[src/rtl/uart_pkg.sv]
// Shared definitions for the UART transmit path.
// Latency: n/a (types and constants only).
// Backpressure: n/a.
package uart_pkg;

  localparam int UART_DATA_BITS   = 8;
  localparam int UART_DEFAULT_DIV = 434;

  typedef enum logic [1:0] {
    ST_IDLE,
    ST_START,
    ST_DATA,
    ST_STOP
  } tx_state_e;

endpackage

[src/rtl/uart_sync_fifo.sv]
// Small synchronous FIFO; read data is captured into a register on pop.
// Latency: an entry is poppable the cycle after its push; rdata valid the cycle after pop.
// Backpressure: push while full and pop while empty are ignored; caller watches full/empty.
module uart_sync_fifo #(
  parameter int WIDTH = 8,
  parameter int DEPTH = 16
) (
  input  logic                     clk,
  input  logic                     rst,
  input  logic                     push,
  input  logic                     pop,
  input  logic [WIDTH-1:0]         wdata,
  output logic [WIDTH-1:0]         rdata,
  output logic                     full,
  output logic                     empty,
  output logic [$clog2(DEPTH):0]   level
);

  localparam int AW = $clog2(DEPTH);
  localparam logic [AW:0] LVL_ONE  = (AW+1)'(1);
  localparam logic [AW:0] LVL_FULL = (AW+1)'(DEPTH);

  logic [WIDTH-1:0] mem_q [DEPTH];
  logic [AW-1:0]    wptr_q;
  logic [AW-1:0]    rptr_q;
  logic [AW:0]      level_q;
  logic [WIDTH-1:0] rdata_q;
  logic             push_ok;
  logic             pop_ok;

  assign full    = (level_q == LVL_FULL);
  assign empty   = (level_q == '0);
  assign level   = level_q;
  assign rdata   = rdata_q;
  assign push_ok = push && !full;
  assign pop_ok  = pop && !empty;

  // Storage array: written on accepted push, no reset needed.
  always_ff @(posedge clk) begin
    if (push_ok) begin
      mem_q[wptr_q] <= wdata;
    end
  end

  // Pointers, occupancy and the registered pop data.
  always_ff @(posedge clk or posedge rst) begin
    if (rst) begin
      wptr_q  <= '0;
      rptr_q  <= '0;
      level_q <= '0;
      rdata_q <= '0;
    end else begin
      if (push_ok) begin
        wptr_q <= wptr_q + AW'(1);
      end
      if (pop_ok) begin
        rptr_q  <= rptr_q + AW'(1);
        rdata_q <= mem_q[rptr_q];
      end
      case ({push_ok, pop_ok})
        2'b10:   level_q <= level_q + LVL_ONE;
        2'b01:   level_q <= level_q - LVL_ONE;
        default: level_q <= level_q;
      endcase
    end
  end

endmodule

[src/rtl/uart_tx_serializer.sv]
// Buffers bytes and serialises them as 8N1 frames, LSB first, at CLK_DIV clocks per bit.
// Latency: tx_en in cycle N drives the start bit from cycle N+2 when idle.
// Backpressure: tx_ready low when FIFO full; writes while full are dropped and flagged in overflow.
module uart_tx_serializer
  import uart_pkg::*;
#(
  parameter int CLK_DIV    = UART_DEFAULT_DIV,
  parameter int FIFO_DEPTH = 16
) (
  input  logic                          PCLK,
  input  logic                          PRESET,
  input  logic                          tx_en,
  input  logic [7:0]                    tx_data,
  input  logic                          ovf_clr,
  output logic                          txd,
  output logic                          tx_ready,
  output logic                          tx_busy,
  output logic [$clog2(FIFO_DEPTH):0]   fifo_level,
  output logic                          overflow
);

  localparam logic [15:0] DIV_M1   = 16'(CLK_DIV - 1);
  localparam int          IW       = $clog2(UART_DATA_BITS);
  localparam logic [IW-1:0] IDX_LAST = IW'(UART_DATA_BITS - 1);

  tx_state_e                 state_q;
  logic [15:0]               cnt_q;
  logic [IW-1:0]             idx_q;
  logic [UART_DATA_BITS-1:0] shift_q;
  logic                      txd_q;
  logic                      ovf_q;

  logic                      fifo_full;
  logic                      fifo_empty;
  logic                      fifo_pop;
  logic [UART_DATA_BITS-1:0] fifo_rdata;
  logic [$clog2(FIFO_DEPTH):0] fifo_lvl;

  uart_sync_fifo #(
    .WIDTH (UART_DATA_BITS),
    .DEPTH (FIFO_DEPTH)
  ) u_fifo (
    .clk   (PCLK),
    .rst   (PRESET),
    .push  (tx_en),
    .pop   (fifo_pop),
    .wdata (tx_data),
    .rdata (fifo_rdata),
    .full  (fifo_full),
    .empty (fifo_empty),
    .level (fifo_lvl)
  );

  // Pop from idle, or on the last stop-bit cycle so frames run back to back.
  always_comb begin
    fifo_pop = !fifo_empty &&
               ((state_q == ST_IDLE) || ((state_q == ST_STOP) && (cnt_q == '0)));
  end

  // Frame sequencer: baud counter, bit index, shift register and registered txd.
  always_ff @(posedge PCLK or posedge PRESET) begin
    if (PRESET) begin
      state_q <= ST_IDLE;
      cnt_q   <= '0;
      idx_q   <= '0;
      shift_q <= '0;
      txd_q   <= 1'b1;
    end else begin
      case (state_q)
        ST_IDLE: begin
          txd_q <= 1'b1;
          if (fifo_pop) begin
            state_q <= ST_START;
            cnt_q   <= DIV_M1;
            txd_q   <= 1'b0;
          end
        end
        ST_START: begin
          if (cnt_q == '0) begin
            // Popped byte has been sitting in the FIFO read register since the pop.
            state_q <= ST_DATA;
            cnt_q   <= DIV_M1;
            idx_q   <= '0;
            shift_q <= fifo_rdata;
            txd_q   <= fifo_rdata[0];
          end else begin
            cnt_q <= cnt_q - 16'd1;
          end
        end
        ST_DATA: begin
          if (cnt_q == '0) begin
            cnt_q <= DIV_M1;
            if (idx_q == IDX_LAST) begin
              state_q <= ST_STOP;
              txd_q   <= 1'b1;
            end else begin
              shift_q <= shift_q >> 1;
              txd_q   <= shift_q[1];
              idx_q   <= idx_q + IW'(1);
            end
          end else begin
            cnt_q <= cnt_q - 16'd1;
          end
        end
        ST_STOP: begin
          if (cnt_q == '0) begin
            if (fifo_pop) begin
              state_q <= ST_START;
              cnt_q   <= DIV_M1;
              txd_q   <= 1'b0;
            end else begin
              state_q <= ST_IDLE;
              txd_q   <= 1'b1;
            end
          end else begin
            cnt_q <= cnt_q - 16'd1;
          end
        end
        default: begin
          state_q <= ST_IDLE;
          txd_q   <= 1'b1;
        end
      endcase
    end
  end

  // Sticky overflow: a drop in the same cycle as a clear wins.
  always_ff @(posedge PCLK or posedge PRESET) begin
    if (PRESET) begin
      ovf_q <= 1'b0;
    end else if (tx_en && fifo_full) begin
      ovf_q <= 1'b1;
    end else if (ovf_clr) begin
      ovf_q <= 1'b0;
    end
  end

  assign txd        = txd_q;
  assign overflow   = ovf_q;
  assign fifo_level = fifo_lvl;
  assign tx_ready   = !fifo_full;
  assign tx_busy    = (state_q != ST_IDLE) || (fifo_lvl != '0);

endmodule
[config.mk]
export PLATFORM = sky130hd
export DESIGN_NAME = uart_tx_serializer
export DESIGN_NICKNAME = d
export VERILOG_FILES = /design/src/rtl/uart_pkg.sv /design/src/rtl/uart_sync_fifo.sv /design/src/rtl/uart_tx_serializer.sv
export SDC_FILE = /design/constraint.sdc
export NUM_CORES = 1
export LEC_CHECK = 0
export ABC_AREA = 1
export CAP_MARGIN = 10
export CORE_MARGIN = 2
export CORE_UTILIZATION = 50
export CTS_CLUSTER_SIZE = 14
export DETAILED_ROUTE_END_ITERATION = 6
export GPL_TIMING_DRIVEN = 0
export PLACE_DENSITY_LB_ADDON = 0.25
export SYNTH_ARGS = -nofsm -noshare
export SYNTH_HDL_FRONTEND = slang
export SYNTH_SLANG_ARGS = --single-unit
[constraint.sdc]
create_clock -name PCLK -period 4.4 [get_ports PCLK]
set_input_delay 0.88 -clock PCLK [delete_from_list [all_inputs] [get_ports PCLK]]
set_output_delay 0.88 -clock PCLK [all_outputs]
set_load 0.02 [all_outputs]
# ---- Word level (Yosys, flattened, before mapping)
# Memory sizes are Yosys's and may differ from the RTL's. A register that Yosys moved wholly into a read port is not among the register bits.
# Cells that the tools add are included.
dict set report classes {
  addsub 6
  n_eq_ne 13
  muxes 30
  reduce_logical 21
}
# operator n
set op_table {}
lappend op_table {{$mux 16} 3}
lappend op_table {{$pmux 16 s3} 1}
lappend op_table {{$mux 8} 3}
lappend op_table {{$logic_not 16->1} 1}
lappend op_table {{$pmux 8 s2} 1}
lappend op_table {{$sub 16x1->16 const B} 1}
lappend op_table {{$mux 1} 10}
lappend op_table {{$mux 2} 5}
lappend op_table {{$pmux 5 s2} 1}
lappend op_table {{$mux 3} 3}
lappend op_table {{$add 4x1->4 const B} 2}
lappend op_table {{$ne 2x2->1 const B} 4}
lappend op_table {{$pmux 2 s4} 1}
lappend op_table {{$reduce_bool 2->1} 4}
lappend op_table {{$eq 2x2->1 const B} 3}
lappend op_table {{$pmux 3 s2} 1}
lappend op_table {{$add 5x1->5 const B} 1}
lappend op_table {{$eq 5x5->1 const B} 1}
lappend op_table {{$logic_and 1x1->1} 5}
lappend op_table {{$logic_not 5->1} 1}
lappend op_table {{$reduce_and 5->1} 1}
lappend op_table {{$reduce_bool 5->1} 1}
lappend op_table {{$sub 5x1->5 const B} 1}
lappend op_table {{$eq 2x1->1 const B} 2}
lappend op_table {{10 further kinds} 13}
dict set report word_totals {
  ff_bits 44
  ram_bits 128
  input_bits 12
  out_inout_bits 9
  wordCells 80
  mem_count 1
}
# memory words word_bits rd rd_ports_with_merged_regs wr line
set mem_list {}
lappend mem_list {u_fifo.mem_q 16 8 1 1 1 uart_sync_fifo.sv:23} ;# logic [WIDTH-1:0] mem_q [DEPTH];

# ---- Logic depth before layout (Yosys ltp)
dict set report logic_depth {
  ltp_word 7
  depth_mapped 18
  depth_no_buf 17
}

# ---- Cells and area by module
# Synthesis repeated with hierarchy kept, for this count alone.
dict set report hier_totals {
  hier_cells 920
  hier_area_um2 8610.8
}
# module instances cells_per_inst area_each_um2 seq_area_each_um2
set modules_own_cells {}
lappend modules_own_cells {uart_sync_fifo 1 673 6691.4 4369.2}
lappend modules_own_cells {uart_tx_serializer 1 247 1919.3 752.0}

# ---- Worst setup path after synthesis
# OpenSTA, ideal clock, no wires.
dict set report synth_path {
  path_kind {register to register}
  startpoint {reg cnt_q[0]}
  endpoint {reg u_fifo.level_q[4] (netlist: u_fifo.level[4])}
  setup_time_ns 0.065
  t_arrival_ns 2.399
  required_ns 4.335
  setup_slack_ns 1.936
  path_stages_with_launch 19
  n_path_buf 1
  period_less_slack_ns 2.464
  path_cell_list {dfrtp_1 inv_1 ha_1 nand2_2 nor2_4 nand3_2 nand2_1 nand2_1 inv_1 buf_4 ha_1 xor2_1 ha_1 o21bai_1 nand3_1 nand2_1 xor2_1 nand2_1 nand2_1}
}
dict set report synth_between {
  elab_chain_cells 7
  word_cells_on_any_way 9
  cone_classes {eq/ne (2); mux (1); reduce/logical (6)}
}
# element line
set synth_lines {}
lappend synth_lines {{start: declaration} uart_tx_serializer.sv:27} ;# logic [15:0] cnt_q;
lappend synth_lines {{start signal: assignment} uart_tx_serializer.sv:87} ;# cnt_q <= cnt_q - 16'd1;
lappend synth_lines {{start signal: assignment} uart_tx_serializer.sv:102} ;# cnt_q <= cnt_q - 16'd1;
lappend synth_lines {{start signal: assignment} uart_tx_serializer.sv:116} ;# cnt_q <= cnt_q - 16'd1;
lappend synth_lines {{$logic_not 16->1 *} uart_tx_serializer.sv:57} ;# ((state_q == ST_IDLE) || ((state_q == ST_STOP) && (cnt_q == '0)));
lappend synth_lines {{$logic_and 1x1->1 *} uart_tx_serializer.sv:57}
lappend synth_lines {{$logic_or 1x1->1 *} uart_tx_serializer.sv:57}
lappend synth_lines {{$logic_and 1x1->1 *} uart_tx_serializer.sv:56} ;# fifo_pop = !fifo_empty &&
lappend synth_lines {{$logic_and 1x1->1 *} uart_sync_fifo.sv:36} ;# assign pop_ok = pop && !empty;
lappend synth_lines {{named net u_fifo.pop_ok} uart_sync_fifo.sv:29} ;# logic pop_ok;
lappend synth_lines {{$eq 2x1->1 / $eq 2x2->1 (equally long branches)} uart_sync_fifo.sv:60} ;# case ({push_ok, pop_ok})
lappend synth_lines {{$pmux 5 s2 / $reduce_bool 2->1 (equally long branches)} --}
lappend synth_lines {{end signal: assignment} uart_sync_fifo.sv:61} ;# 2'b10: level_q <= level_q + LVL_ONE;
lappend synth_lines {{end signal: assignment} uart_sync_fifo.sv:62} ;# 2'b01: level_q <= level_q - LVL_ONE;
lappend synth_lines {{end signal: assignment} uart_sync_fifo.sv:63} ;# default: level_q <= level_q;
lappend synth_lines {{end: declaration} uart_sync_fifo.sv:26} ;# logic [AW:0] level_q;
# The timed path passes the listed nets; every way through them passes the cells marked *.
# A chain may end at the register's enable or synchronous reset.

# ---- Worst setup path in the final report
# Same ends and word-level chain as after synthesis.

==> out/qor.txt <==
Ys async rst share: 0.285
Slowest-stage cell, CP: dfrtp_1
Startpoint types: register
Post-route cell area: 9310 um^2
Largest family of logic cells by synthesized area: simple AND/OR/NAND/NOR gates
Final hold vios: 0
Worst skew pair latency: 0.44 ns
Status: finished clean
Pleak: 3.75 nW
GRT Overall Usage: 0.220
Period utilization: 0.650
Synthesized area: 8130 um^2
Io pins: 21
Post-DP HPWL: 12.3 mm
Critical path's largest stage delay: 0.36 ns
Cts repair resizes: 0
Synthesized flop and latch total: 179
Final non-filler cell total: 1079
Pwr/cell area: 451 nW/um^2
Min Tclk post-route: 2.86 ns
Layout overhead on the synthesized area: 14.5%
Final core utilization: 0.586
1st-iter DRT viols: 439
Final Max Tran Viols: 0
Clock slew at reported path FFs: 0.07 ns
Max-cap violation count: 0
Setup_tns: 0 ns
First-pass GRT wire length: 29.0 mm
Post-synth EDFFs: 128
Vias in the first global route: 5535
Die W: 132 um
Max frequency: 0.350 GHz
Critical path data arrival time: 3.23 ns
Detailed Route WL: 18.2 mm
Critical path, cell by cell: inv_1, ha_1, nand2_2, nor2_4, nand3_2, nand2_1, nand2_1, inv_1, buf_4, ha_1, xor2_1, ha_1, o21bai_1, nand3_1, nand2_1, xor2_1, nand2_1, nand2_1
Area after DPL: 8620 um^2
H-tree Lvls: 4
Post-Syn Nets: 839
Total grt overflow: 0
Antenna cell count: 0
Clock root cell: clkbuf_16
Setup-failing EPs final: 0
Relative slew slack: 0.470
Placeable Area: 15900 um^2
Worst-margin pin slew: 0.792 ns
CP Data Required Time: 4.77 ns
Via count: 5788
Clk_skew: 0.0113 ns
Layout cells sized above 1: 0.0776
Critical Path End Type: register
Mux contribution to synthesized area: 0
Max IR drop VDD: 0.351 mV
Tot Pwr: 4.20 mW
Full die area: 17300 um^2
Adder-cell share of the synthesized area: 0.0262
Drt pass-1 iters: 5
WP buf/inv: 3
CTS tree: built
Synth unique cells: 35
Antenna violations before repair: 0
Xor/xnor share of the synthesized area: 0.0205
Initial core utilization: 0.512
Crit-path max FO: 11
Routed wire length per instance: 16.9 um
Cells after synthesis: 810
GPL Wtd Cong: 0.891
Top cell by count, worst path: nand2_1
ANT nets after route: 0
Critical path class: register to register
Post-synthesis compound-gate area fraction: 0.0786
Cts hold-fix bufs: 0
Post CTS Setup Buffer Count: 0
RSZ-0062 raised after global routing: no
HP Class: register to register
Nets: 879
Drt via density: 5.36
DRC: 0
Syn. warnings: 0
Site row count: 46
Clock buffer depth: 2
Syn Area/Cell: 10.0 um^2
Port Buffers: 20
Ys flop type: edfxtp_1
Simple-gate area share of the yosys netlist: 0.195
Register area share after synthesis: 0.630
Die H: 132 um
CTS buffer count: 17
DP Cell Count: 1047
Largest net degree at the start of global routing: 36
Clock sinks: 179
Cell family with most CP delay: simple AND/OR/NAND/NOR gates
layout by cell type (no fill, tap or decap), types with 4 or more instances in the layout:
master | netlist | final
o211ai_1 | 9 | 9
clkbuf_1 | 12 | 12
inv_1 | 59 | 58
xor2_1 | 15 | 15
buf_1 | 5 | 5
nand2_1 | 123 | 123
edfxtp_1 | 128 | 128
inv_2 | 3 | 4
xnor2_1 | 4 | 4
inv_8 | 0 | 4
buf_2 | 10 | 10
ha_1 | 17 | 17
nand3_1 | 74 | 74
o21ai_1 | 13 | 13
bufinv_16 | 0 | 5
buf_6 | 4 | 4
clkdlybuf4s50_1 | 0 | 20
o21ai_0 | 87 | 87
nor2_1 | 162 | 162
nor2_2 | 4 | 4
dfrtp_1 | 50 | 50
clkbuf_16 | 0 | 17
flip-flops by register name, indices dropped and copies added, names as in the netlist:
signal	count
idx_q	3
u_fifo.mem_q	128
u_fifo.rptr_q	4
state_q	2
u_fifo.rdata	8
cnt_q	16
u_fifo.wptr_q	4
shift_q	7
txd	1
u_fifo.level	5
overflow	1
cells in the mapped netlist, drive strengths merged (2+ instances only):
library cell | count | area, um^2
nor2 | 168 | 656
edfxtp | 128 | 3840
nand2 | 126 | 480
o21ai | 101 | 509
nand3 | 75 | 380
inv | 62 | 233
dfrtp | 50 | 1250
buf | 20 | 121
ha | 17 | 213
xor2 | 15 | 131
clkbuf | 12 | 45.0
o211ai | 9 | 67.6
xnor2 | 4 | 35.0
a21oi | 3 | 15.0
nand4 | 3 | 18.8
or2 | 3 | 18.8
a22o | 2 | 17.5
clkinv | 2 | 7.51
nand3b | 2 | 15.0
nor3 | 2 | 10.0
o21bai | 2 | 15.0
cell families after synthesis:
kind of cell	Yosys count
and+or+nand+nor	380
adders and majority gates	17
AOI/OAI and AO/OA	119
DFF	179
buffers and inverters	96
xor gates and xnor gates	19
tightest hold or removal path: stages, from the launching register on:
cell and delay, ns:
dfrtp_1 0.34, nand2_1 0.06, nand2_1 0.05
final cells by class:
class	instances	area, um^2
Sequential cell	179	5120
Tap cell	216	270
Multi-Input combinational cell	535	2600
Clock inverter	15	262
Buffer	32	166
Inverter	64	240
Clock buffer	17	425
Timing Repair Buffer	21	220
Fill cell	1350	6580
report_power, final:
part | internal, mW | switching (mW)
Clock | 1.04 | 0.706
Combinational | 0.135 | 0.284
Sequential | 1.96 | 0.0698
per-stage QoR:
step / hold slack [ns] / setup slack [ns]
6_report: 0.479 / 1.54
4_1_cts: 0.486 / 1.55
3_3_place_gp: 0.465 / 1.24
3_5_place_dp: 0.468 / 1.48
2_1_floorplan: 0.449 / 1.94
5_1_grt: 0.504 / 1.28
per-layer routing:
layer | wire, um | global-route usage
met3 | 1120 | 0.0405
met2 | 9080 | 0.371
met5 | 0 | 0
met1 | 7520 | 0.284
met4 | 474 | 0.0845
path summary, 6_finish.rpt:
path / from / end / slack (ns) / depth (start not counted)
setup reg to reg: cnt_q[0]$_DFF_PP0_ / u_fifo.level[4]$_DFFE_PP0P_ / 1.54 / 18
min in group asynchronous: PRESET / cnt_q[9]$_DFF_PP0_ / 0.74 / 2
hold reg to reg: u_fifo.rdata[2]$_DFFE_PP0P_ / u_fifo.rdata[2]$_DFFE_PP0P_ / 0.48 / 2
setup / recovery: cnt_q[0]$_DFF_PP0_ / u_fifo.level[4]$_DFFE_PP0P_ / 1.54 / 18
max in group asynchronous: PRESET / shift_q[3]$_DFFE_PP0P_ / 3.14 / 3
hold / removal: u_fifo.rdata[2]$_DFFE_PP0P_ / u_fifo.rdata[2]$_DFFE_PP0P_ / 0.48 / 2
Power figures use the tool's default switching activity.
